### src/rtl/elevator_pkg.sv
// Shared elevator types: dispatcher state encoding, direction constants and floor-index width helpers.
package elevator_pkg;

  typedef enum logic [1:0] {
    IDLE   = 2'd0,
    MOVE   = 2'd1,
    ARRIVE = 2'd2,
    DOOR   = 2'd3
  } state_t;

  localparam logic DIR_UP   = 1'b1;
  localparam logic DIR_DOWN = 1'b0;

  function automatic int clog2(input int value);
    int r;
    r = 0;
    while ((1 << r) < value) r++;
    return r;
  endfunction

  // Index width for a count of items; never narrower than one bit.
  function automatic int floor_w(input int count);
    return (count > 1) ? clog2(count) : 1;
  endfunction

endpackage

### src/rtl/elevator_request_scan.sv
// Combinational request summary relative to one floor: any request above, below, or at that floor.
module elevator_request_scan
  import elevator_pkg::*;
#(
  parameter  int FLOOR_COUNT = 7,
  localparam int FLOOR_W     = floor_w(FLOOR_COUNT)
) (
  input  logic [FLOOR_COUNT-1:0] queue_data,
  input  logic [FLOOR_W-1:0]     current_floor,
  output logic                   above,
  output logic                   below,
  output logic                   here
);

  always_comb begin
    above = 1'b0;
    below = 1'b0;
    here  = 1'b0;
    for (int i = 0; i < FLOOR_COUNT; i++) begin
      if (FLOOR_W'(i) > current_floor) above = above | queue_data[i];
      if (FLOOR_W'(i) < current_floor) below = below | queue_data[i];
      if (FLOOR_W'(i) == current_floor) here = here | queue_data[i];
    end
  end

endmodule

### src/rtl/elevator_dispatcher.sv
// SCAN dispatcher: one floor per TRAVEL_CYCLES, door held DOOR_CYCLES, 1-clock clear strobe per stop.
// Decisions land 1 clock after seen; return-to-floor-0 after HOME_TIMEOUT idle via ELEVATOR_DISPATCH_IDLE_HOME_EN.
module elevator_dispatcher
  import elevator_pkg::*;
#(
  parameter  int FLOOR_COUNT   = 7,
  parameter  int TRAVEL_CYCLES = 50,
  parameter  int DOOR_CYCLES   = 100,
  parameter  int HOME_TIMEOUT  = 200,
  localparam int FLOOR_W       = floor_w(FLOOR_COUNT)
) (
  input  logic                   clk,
  input  logic                   reset,
  input  logic [FLOOR_COUNT-1:0] queue_data,
  output logic                   r_nwr,
  output logic                   clear_bit,
  output logic [FLOOR_COUNT-1:0] clear_mask,
  output logic [FLOOR_W-1:0]     current_floor,
  output logic                   direction,
  output logic                   moving,
  output logic                   door_open
);

  localparam int TIMER_W = floor_w((TRAVEL_CYCLES > DOOR_CYCLES) ? TRAVEL_CYCLES : DOOR_CYCLES);
  localparam logic [TIMER_W-1:0] TRAVEL_LOAD = TIMER_W'(TRAVEL_CYCLES - 1);
  localparam logic [TIMER_W-1:0] DOOR_LOAD   = TIMER_W'(DOOR_CYCLES - 1);

  if (TRAVEL_CYCLES < 1 || DOOR_CYCLES < 1 || HOME_TIMEOUT < 1) begin : g_bad_cfg
    $error("elevator_dispatcher: cycle parameters must be at least 1");
  end

  state_t               state, state_n;
  logic [TIMER_W-1:0]   timer, timer_n;
  logic [FLOOR_W-1:0]   floor_n, step_floor;
  logic                 dir_n;
  logic                 above, below, here;
  logic                 step_above, step_below, step_here;
  logic                 ahead, behind, step_ahead;

`ifdef ELEVATOR_DISPATCH_IDLE_HOME_EN
  localparam int IDLE_W = floor_w(HOME_TIMEOUT);
  localparam logic [IDLE_W-1:0] HOME_LOAD = IDLE_W'(HOME_TIMEOUT - 1);
  logic                 homing, homing_n;
  logic [IDLE_W-1:0]    idle_cnt, idle_cnt_n;
`endif

  // Second scanner looks at the floor the car is about to reach, so arrival and
  // re-evaluation happen on the same edge as the floor change.
  assign step_floor = (direction == DIR_DOWN) ? current_floor - 1'b1 : current_floor + 1'b1;

  elevator_request_scan #(.FLOOR_COUNT(FLOOR_COUNT)) u_scan_here (
    .queue_data    (queue_data),
    .current_floor (current_floor),
    .above         (above),
    .below         (below),
    .here          (here)
  );

  elevator_request_scan #(.FLOOR_COUNT(FLOOR_COUNT)) u_scan_step (
    .queue_data    (queue_data),
    .current_floor (step_floor),
    .above         (step_above),
    .below         (step_below),
    .here          (step_here)
  );

  assign ahead      = (direction == DIR_UP) ? above : below;
  assign behind     = (direction == DIR_UP) ? below : above;
  assign step_ahead = (direction == DIR_UP) ? step_above : step_below;

  always_ff @(posedge clk or negedge reset) begin
    if (!reset) begin
      state         <= IDLE;
      timer         <= '0;
      current_floor <= '0;
      direction     <= DIR_UP;
`ifdef ELEVATOR_DISPATCH_IDLE_HOME_EN
      homing        <= 1'b0;
      idle_cnt      <= '0;
`endif
    end else begin
      state         <= state_n;
      timer         <= timer_n;
      current_floor <= floor_n;
      direction     <= dir_n;
`ifdef ELEVATOR_DISPATCH_IDLE_HOME_EN
      homing        <= homing_n;
      idle_cnt      <= idle_cnt_n;
`endif
    end
  end

  always_comb begin
    state_n = state;
    timer_n = timer;
    floor_n = current_floor;
    dir_n   = direction;
`ifdef ELEVATOR_DISPATCH_IDLE_HOME_EN
    homing_n   = homing;
    idle_cnt_n = '0;
`endif
    case (state)
      IDLE: begin
        if (here) begin
          state_n = ARRIVE;
        end else if (ahead) begin
          state_n = MOVE;
          timer_n = TRAVEL_LOAD;
        end else if (behind) begin
          state_n = MOVE;
          dir_n   = ~direction;
          timer_n = TRAVEL_LOAD;
        end
`ifdef ELEVATOR_DISPATCH_IDLE_HOME_EN
        // Reaching here means queue_data is all zero.
        else if (current_floor != '0) begin
          if (idle_cnt == HOME_LOAD) begin
            state_n  = MOVE;
            dir_n    = DIR_DOWN;
            timer_n  = TRAVEL_LOAD;
            homing_n = 1'b1;
          end else begin
            idle_cnt_n = idle_cnt + 1'b1;
          end
        end
`endif
      end
      MOVE: begin
        if (timer != '0) begin
          timer_n = timer - 1'b1;
        end else begin
          floor_n = step_floor;
          if (step_here) begin
            state_n = ARRIVE;
          end else if (step_ahead) begin
            timer_n = TRAVEL_LOAD;
          end else begin
            state_n = IDLE;
          end
`ifdef ELEVATOR_DISPATCH_IDLE_HOME_EN
          homing_n = 1'b0;
          if (homing && (queue_data == '0)) begin
            state_n  = (step_floor != '0) ? MOVE : IDLE;
            timer_n  = TRAVEL_LOAD;
            homing_n = (step_floor != '0);
          end
`endif
        end
      end
      ARRIVE: begin
        state_n = DOOR;
        timer_n = DOOR_LOAD;
      end
      DOOR: begin
        if (timer == '0) state_n = IDLE;
        else             timer_n = timer - 1'b1;
      end
      default: state_n = IDLE;
    endcase
  end

  always_comb begin
    clear_mask = '0;
    for (int i = 0; i < FLOOR_COUNT; i++)
      clear_mask[i] = (state == ARRIVE) && (current_floor == FLOOR_W'(i));
  end

  assign clear_bit = (state == ARRIVE);
  assign r_nwr     = ~clear_bit;
  assign moving    = (state == MOVE);
  assign door_open = (state == DOOR);

endmodule

### config.mk
export PLATFORM = sky130hd
export DESIGN_NAME = elevator_dispatcher
export DESIGN_NICKNAME = d
export VERILOG_FILES = /design/src/rtl/elevator_pkg.sv /design/src/rtl/elevator_request_scan.sv /design/src/rtl/elevator_dispatcher.sv
export SDC_FILE = /design/constraint.sdc
export NUM_CORES = 1
export LEC_CHECK = 0
export CORE_ASPECT_RATIO = 2
export CORE_UTILIZATION = 40
export CTS_CLUSTER_SIZE = 20
export DETAILED_ROUTE_END_ITERATION = 6
export GPL_TIMING_DRIVEN = 0
export PLACE_DENSITY = 0.6
export SKIP_LAST_GASP = 1
export SLEW_MARGIN = 20
export SYNTH_ARGS = -nofsm -noshare
export SYNTH_HDL_FRONTEND = slang
export SYNTH_HIERARCHICAL = 1
export SYNTH_SLANG_ARGS = --single-unit
### constraint.sdc
create_clock -name clk -period 3.12 [get_ports clk]
set_input_delay 0.624 -clock clk [delete_from_list [all_inputs] [get_ports clk]]
set_output_delay 0.624 -clock clk [all_outputs]
set_load 0.03 [all_outputs]
Yosys cells after proc, flatten, opt, wreduce, memory -nomap -nowiden:

Index checks and enable logic that the tools add are counted.

* $add $sub $neg: 3
* magnitude comparators: 28
* equality and inequality tests: 30
* multiplexer cells: 62
* bitwise operators: 41
* reduce and logical (&&, ||, !) cells: 16

Operators by type and width (count)
* two-way mux 7 bit: 7
* two-way mux 1 bit: 45
* bitwise OR 1 bit: 36
* case mux 7 bit (4 select lines): 1
* == test 3 bit (first input constant): 6
* greater-than comparator 3 bit (first input constant): 6
* < comparator 3 bit (first input constant): 6
* two-way mux 2 bit: 7
* == test 2 x 3 -> 1 bit (first input constant): 4
* greater-than comparator 1 x 3 -> 1 bit (first input constant): 4
* greater-than comparator 2 x 3 -> 1 bit (first input constant): 4
* < comparator 1 x 3 -> 1 bit (first input constant): 4
* < comparator 2 x 3 -> 1 bit (first input constant): 4
* == test 3 bit (second input constant): 3
* case mux 2 bit (4 select lines): 1
* AND reduction 4 bit: 2
* logical AND 1 bit: 7
* zero test 7 bit: 1
* nonzero test 7 bit: 1
* subtractor 7 x 1 -> 7 bit (second input constant): 1
* == test 1 x 3 -> 1 bit (first input constant): 2
* == test 3 x 2 -> 1 bit (second input constant): 2
* zero test 3 bit: 2
* inequality test 2 bit (second input constant): 3
* other kinds (15): 21

* bits in registers: 13
* input bits: 9
* output and inout port bits: 15
* word-level logic and storage cells: 184

Depth between registers and ports, before layout:

Gate-level depths: netlist of run 1.

* word-level depth: 21
* mapped depth: 13
* depth with buffers taken out: 13

Hierarchy:

The synthesis of run 1 kept the hierarchy.

By module, submodules not included
* elevator_dispatcher: times used 1, cells an instance 96, area each 914.6 µm², sequential area each 326.6 µm²
* elevator_request_scan: times used 2, cells an instance 28, area each 181.4 µm², sequential area each 0.0 µm²

Least setup slack after synthesis of run 1:

Ideal clock, no wire load.

* kind: reg2reg
* from: register current_floor[0]
* to: register timer[0]
* library setup time: 0.125 ns
* data arrival time: 2.903 ns
* required time: 2.995 ns
* path slack: 0.092 ns
* stages on the path, launching flop included: 13
* path buffers: 0
* clock period less this slack: 3.028 ns
* cell sequence: dfrtp_1 > inv_1 > ha_1 > xor2_1 > nor2_1 > a21oi_1 > inv_1 > a221oi_1 > o22ai_1 > mux2_2 > a211oi_4 > a21oi_2 > mux2_4

* longest elaborated chain between the ends: 19

RTL lines
* start, declared: RTL line elevator_dispatcher.sv:18 `output logic [FLOOR_W-1:0] current_floor,`
* start signal, assigned: RTL line elevator_dispatcher.sv:84 `current_floor <= floor_n;`
* subtractor 3 x 1 -> 3 bit / adder 3 x 1 -> 3 bit (equally long branches): RTL line elevator_dispatcher.sv:49 `assign step_floor = (direction == DIR_DOWN) ? current_floor - 1'b1 : current_floor + 1'b1;`
* two-way mux 3 bit *: RTL line elevator_dispatcher.sv:49
* named net step_floor[2]: RTL line elevator_dispatcher.sv:34 `logic [FLOOR_W-1:0] floor_n, step_floor;`
* greater-than comparator 1 x 3 -> 1 bit: RTL line elevator_request_scan.sv:20 `if (FLOOR_W'(i) > current_floor) above = above | queue_data[i];`
* two-way mux 1 bit: RTL line elevator_request_scan.sv:20
* bitwise OR 1 bit: RTL line elevator_request_scan.sv:20
* two-way mux 1 bit: RTL line elevator_request_scan.sv:20
* bitwise OR 1 bit: RTL line elevator_request_scan.sv:20
* (+5 left out)
* bitwise OR 1 bit: RTL line elevator_request_scan.sv:20
* two-way mux 1 bit: RTL line elevator_request_scan.sv:20
* bitwise OR 1 bit: RTL line elevator_request_scan.sv:20
* two-way mux 1 bit *: RTL line elevator_request_scan.sv:20
* named net step_above: RTL line elevator_dispatcher.sv:37 `logic step_above, step_below, step_here;`
* two-way mux 1 bit *: RTL line elevator_dispatcher.sv:69 `assign step_ahead = (direction == DIR_UP) ? step_above : step_below;`
* inequality test 3 x 1 -> 1 bit (no source line) *
* AND reduction 5 bit (no source line) *
* end signal, assigned: RTL line elevator_dispatcher.sv:83 `timer <= timer_n;`
* end, declared: RTL line elevator_dispatcher.sv:33 `logic [TIMER_W-1:0] timer, timer_n;`

The timed path passes the listed nets; every way through them passes the cells marked *. The select of a mux whose other input is x is not followed.
A chain may end at the register's enable or synchronous reset.

Worst setup path after layout of run 1:

Same ends and word-level chain as after synthesis.

==> results of run 1 <==
repair_timing:
action | in CTS | in global routing
pin swaps | 0 | 1
endpoints found under the hold margin | 0 | 0
buffers inserted | 0 | 3
setup endpoints to repair | 7 | 7
gates resized for setup | 2 | 3
cloned | 0 | 0
hold buffers | 0 | 0
kinds of logic (layout without fill, tap and decap cells):
family	Yosys count	after routing	share of synthesized area [%]
AO/OA/AOI/OAI	50	50	29.0
AND/OR/NAND/NOR	43	43	17.2
buffers and inverters	23	53	8.13
flip-flops	13	13	25.6
multiplexers	11	11	9.50
adder cells (fa/ha/maj)	8	8	7.84
XOR/XNOR	4	4	2.74
layout by cell type (no fill, tap or decap), types with 5 or more instances in the layout:
master and count:
inv_1 17, clkdlybuf4s50_1 23, mux2i_1 5, and3_1 7, mux2_2 5, nor3_1 10
nor2_1 14, o21ai_0 8, dfrtp_1 10, ha_1 8, a21oi_1 10
through the flow:
| step | utilization (%) | TNS, ns | power [uW] | cell area (sq um) |
|---|---|---|---|---|
| after floorplan | - | 0 | 785 | 1280 |
| after global placement | 51.3 | -0.262 | 942 | 1550 |
| after detailed placement | 51.3 | -0.506 | 968 | 1550 |
| after CTS | 52.9 | 0 | 1120 | 1600 |
| after global routing | 54.2 | -0.00267 | 1230 | 1630 |
| final | 54.2 | 0 | 1140 | 1630 |
per-layer routing:
metal  global-route usage, %  vias to the layer above  part of all wire (%)
met4                    11.3                        0                   2.7
met5                       0                        -                     0
met3                   0.879                       10                   3.6
li1                        -                      625                     -
met2                    44.2                       48                    57
met1                    22.9                      633                    37
layout make-up:
cell class | instances | area (sq um)
fillers | 291 | 1380
multi-input cells | 116 | 866
flip-flops and latches | 13 | 329
repair buffers | 26 | 253
inverters | 17 | 63.8
clock buffers | 4 | 45.0
plain buffers | 6 | 40.0
well taps | 30 | 37.5
worst register-to-register path: stages (launching register included):
cell,delay [ns]
dfrtp_2,0.44
ha_1,0.21
ha_1,0.31
a21oi_4,0.25
inv_1,0.13
a221oi_1,0.28
o22ai_1,0.13
mux2_2,0.32
a211oi_4,0.31
a21oi_4,0.13
mux2_4,0.27
flip-flops by register name (all words and copies together), names as in the netlist:
register,count
timer,7
state,2
direction,1
current_floor,3
synthesized netlist by cell type, drive strengths merged, types with 4 or more instances:
library cell	number
inv	17
mux2	6
nor3	10
mux2i	5
o21ai	8
buf	4
nor2	14
dfrtp	12
ha	8
and3	7
a21oi	12
path summary, 6_finish.rpt:
path | startpoint | endpoint | slack (ns) | depth (start not counted)
max | current_floor[0] | timer[0] | 0.23 | 10
min in group asynchronous | reset | timer[6] | 0.77 | 1
max reg2reg | current_floor[0] | timer[0] | 0.23 | 10
max in group asynchronous | reset | current_floor[0] | 1.92 | 1
min reg2reg | timer[1] | timer[1] | 0.59 | 2
min | timer[1] | timer[1] | 0.59 | 2
power groups by stage:
stage	clock network [uW]	logic, uW	registers (uW)
global route	155	761	311
floorplan	0	483	302
global placement	0	639	303
CTS	149	663	308
finish	149	689	307
detailed placement	0	658	309
==> impl_metrics.py, run 1 <==
metrics = {
    "sta": {
        "slew_headroom_pct": 59.2,
        "timing.final.crit_share_pct": 92.7,
        "min_period_ns": 2.89,
        "max_freq_mhz": 346,
        "clock_skew_ns": 0.00266,
        "hold_viol": 0,
        "layout_setup_ws_ns": 0.229,
        "slew_violations": 0,
        "setup_viol": 0,
        "tightest_slew_ns": 0.611,
        "whs_ns": 0.593,
    },
    "grt": {
        "grt_max_degree": 14,
        "gr-usage-all-layers_pct": 22.3,
        "grt_pass1_wl_mm": 5.98,
        "antenna_found_initial": 0,
        "grt_pass1_vias": 1251,
        "overflow": 0,
    },
    "logic_synthesis": {
        "ys_ff_latch": 13,
        "yosys.cell_types.count": 45,
        "ys_warn_count": 6,
        "netlist_top_cells_area": "dfrtp_1 24%, ha_1 7.8%, inv_1 5.0%",
        "yosysSeqAreaShare_pct": 25.6,
        "synth_edf_count": 0,
        "synth_cells": 152,
        "syn_area_sq_um": 1280,
        "synth_fp_nets": 169,
        "synth_top_cell_by_area": "dfrtp_1",
        "avgSynthCellArea_sq_um": 8.40,
        "async_flop_share_pct": 100,
        "synth_top_area_share_pct": 23.5,
        "ys.flop_type": "dfrtp_1",
    },
    "clocking": {
        "cts_sinks": 13,
        "cts.path.max_buffers": 2,
        "cts-buffers-inserted": 3,
        "htreeDepth": 1,
        "insertion_delay_ns": 0.24,
        "cts_tree": "built",
        "path_clk_slew_ns": 0.05,
        "cts-root-buf": "clkbuf_8",
    },
    "placed_design": {
        "gp_congestion": 0.917,
        "dp_cells": 205,
        "portBuffers": 23,
        "dp_slack_ns": -0.182,
        "dp_hpwl_mm": 2.77,
    },
    "floorplanning": {
        "dieArea_sq_um": 3440,
        "die_w_um": 42.0,
        "rows": 28,
        "start_util_pct": 42.4,
        "die_h_um": 81.9,
        "ios": 24,
        "fp.coreArea_sq_um": 3010,
    },
    "critical_path": {
        "crit_buf_inv": 1,
        "required_ns": 3.24,
        "cp_data_arrival_time_ns": 3.02,
        "crit_slowest_cell": "dfrtp_2",
        "path_cells": "ha_1, ha_1, a21oi_4, inv_1, a221oi_1, o22ai_1, mux2_2, a211oi_4, a21oi_4, mux2_4",
        "cp-start-kind": "register",
        "end_kind": "register",
        "criticalPathCategory": "register to register",
        "max_stage_delay_ns": 0.44,
        "crit_fanout": 6,
        "cp_top_family": "compound AO/OA/AOI/OAI gates",
    },
    "detailed_routing": {
        "drc": 0,
        "vias": 1316,
        "viasPerCell": 6.21,
        "firstDrtPassIters": 4,
        "drt-initial-drc-count": 46,
        "drt-total-wl_mm": 3.65,
        "wl_per_cell_um": 17.2,
        "ant_nets": 0,
    },
    "power_and_ir_drop": {
        "power.density_nw_per_um2": 701,
        "p_int_uw": 635,
        "peakVddDrop_mv": 0.453,
        "pwr-share-comb_pct": 60.2,
        "power.leakage_uw": 0.000696,
        "seqPwrFrac_pct": 26.8,
        "switching_share_pct": 44.5,
        "p_switching_uw": 510,
        "power.share.clock_pct": 13.0,
    },
    "layout": {
        "layout-drive-gt1-share_pct": 14.3,
        "nets": 200,
        "final_cells": 212,
        "antenna_cells": 0,
        "area_growth_pct": 27.9,
    },
    "run_status": {
        "status": "finished clean",
    },
    "worst_hold_path": {
        "hold_class": "register to register",
    },
    "job": {
        "max-cap-violations": 0,
    },
}
Power figures use the tool's default switching activity.
==> run 2: changes to the inputs <==
- CORE_UTILIZATION: 40 -> 25
- PLACE_DENSITY: 0.6 -> 0.4
==> impl_metrics.py, run 2 (synthesis gave the netlist of run 1 again) <==
metrics = {
    "layout": {
        "top_regs": "timer (7), current_floor (3), state (2)",
        "area_growth_pct": 30.2,
        "top_register": "timer",
        "largest_reg_flops": 7,
        "antenna_cells": 0,
        "mostFrequentLayoutCells": "23 x clkdlybuf4s50_1, 17 x inv_1, 14 x nor2_1, 10 x nor3_1, 10 x a21oi_1",
        "nets": 199,
        "final_cells": 238,
        "final_common_cell": "clkdlybuf4s50_1",
        "layout-drive-gt1-share_pct": 14.9,
    },
    "sta": {
        "whs_ns": 0.568,
        "timing.final.crit_share_pct": 94.9,
        "hold_viol": 0,
        "tightest_slew_ns": 0.647,
        "clock_skew_ns": 0.000616,
        "max_freq_mhz": 338,
        "layout_setup_ws_ns": 0.159,
        "slew_headroom_pct": 56.7,
        "setup_viol": 0,
        "min_period_ns": 2.96,
        "rsz0062_at_grt": "no",
        "slew_violations": 0,
    },
    "worst_hold_path": {
        "worstHoldStart": "direction",
        "hold_class": "register to register",
    },
    "floorplanning": {
        "rows": 36,
        "fp.coreArea_sq_um": 4910,
        "die_h_um": 103,
        "dieArea_sq_um": 5420,
        "die_w_um": 52.5,
        "start_util_pct": 26.0,
        "ios": 24,
    },
    "detailed_routing": {
        "viasPerCell": 5.42,
        "drt-total-wl_mm": 3.79,
        "wl_per_cell_um": 15.9,
        "drc": 0,
        "drt-initial-drc-count": 27,
        "ant_nets": 0,
        "vias": 1289,
        "firstDrtPassIters": 4,
    },
    "clocking": {
        "path_clk_slew_ns": 0.06,
        "cts.path.max_buffers": 2,
        "ctsHoldBuffers": 0,
        "htreeDepth": 1,
        "insertion_delay_ns": 0.25,
        "cts-buffers-inserted": 3,
        "cts_sinks": 13,
        "cts_tree": "built",
        "cts-root-buf": "clkbuf_8",
    },
    "critical_path": {
        "criticalPathCategory": "register to register",
        "cp.depth": 10,
        "crit_buf_inv": 2,
        "reg2reg_depth": 10,
        "startpoint": "current_floor[2]",
        "end_kind": "register",
        "cp-endpoint": "timer[0]",
        "required_ns": 3.26,
        "crit_slowest_cell": "dfrtp_2",
        "rrSetupSlack_ns": 0.16,
        "cp_top_family": "compound AO/OA/AOI/OAI gates",
        "cp-start-kind": "register",
        "r2r_start": "current_floor[2]",
        "crit_fanout": 12,
        "cp_data_arrival_time_ns": 3.10,
        "reg2reg_to": "timer[0]",
        "max_stage_delay_ns": 0.50,
        "path_cells": "inv_1, ha_1, a21oi_4, inv_1, a221oi_1, o22ai_1, mux2_2, a211oi_4, a21oi_4, mux2_4",
    },
    "grt": {
        "gr-usage-all-layers_pct": 15.3,
        "antenna_found_initial": 0,
        "grt_pass1_wl_mm": 6.10,
        "grt_max_degree": 14,
        "grt_pass1_vias": 1241,
        "overflow": 0,
    },
    "placed_design": {
        "dp_hpwl_mm": 2.93,
        "portBuffers": 23,
        "dp_cells": 232,
        "dp_slack_ns": -0.272,
        "gp_congestion": 0.800,
    },
    "power_and_ir_drop": {
        "peakVddDrop_mv": 0.431,
        "power.leakage_uw": 0.000692,
        "power.density_nw_per_um2": 689,
    },
    "job": {
        "max-cap-violations": 0,
    },
    "run_status": {
        "status": "finished clean",
    },
}
[run 2: cell types whose count changed in the layout (fill, tap and decap cells not counted)]
| cell | change |
|---|---|
| buf_4 | -1 |
| clkinv_2 | +1 |
| dfrtp_1 | -1 |
| dfrtp_2 | +1 |
| clkbuf_1 | -1 |
[run 2: where the power goes]
part	internal [uW]	total (uW)	switching, uW
Clock	88.5	158	69.8
Combinational	310	682	371
Sequential	233	306	72.8
Total	632	1150	514
[run 2: what timing repair did]
action | CTS | global route
endpoints found under the setup margin | 8 | 5
endpoints found under the hold margin | 0 | 0
gates resized for setup | 3 | 3
setup buffers | 0 | 2
[run 2: per-stage QoR]
step	util (%)	instance area [sq um]	total power, uW	setup TNS [ns]
2_1_floorplan	-	1280	785	0
3_3_place_gp	32.2	1580	961	-0.823
3_5_place_dp	32.2	1580	971	-1.17
4_1_cts	33.2	1630	1140	0
5_1_grt	33.9	1660	1240	0
6_report	33.9	1660	1150	0
[run 2: worst min path at each step]
stage,endpoint,cells after the start
finish,direction,2
global route,current_floor[1],1
CTS,direction,2
detailed placement,direction,2
global placement,direction,2
floorplan,current_floor[0],0
[run 2: cell type report]
cell class | instances | area, sq um
clock buffers | 3 | 41.3
inverters | 17 | 63.8
fillers | 512 | 3250
plain buffers | 6 | 40.0
multi-input cells | 116 | 866
flip-flops and latches | 13 | 330
repair buffers | 25 | 245
well taps | 57 | 71.3
clock inverters | 1 | 5.00
[run 2: worst reg2reg max path, cell delays in order, from the launching register on]
cell      delay [ns]
dfrtp_2         0.50
inv_1           0.12
ha_1            0.34
a21oi_4         0.26
inv_1           0.13
a221oi_1        0.30
o22ai_1         0.14
mux2_2          0.32
a211oi_4        0.34
a21oi_4         0.14
mux2_4          0.27
[run 2: routing by layer]
layer  share of wire (%)  GRT usage (%)  wire length, um  vias to the layer above
li1                    -              -                -                      624
met1                  38           15.6             1430                      624
met2                  56           29.3             2140                       34
met3                 3.4           1.03              127                        7
met4                 2.6           7.69               97                        0
met5                   0              0                0                        -
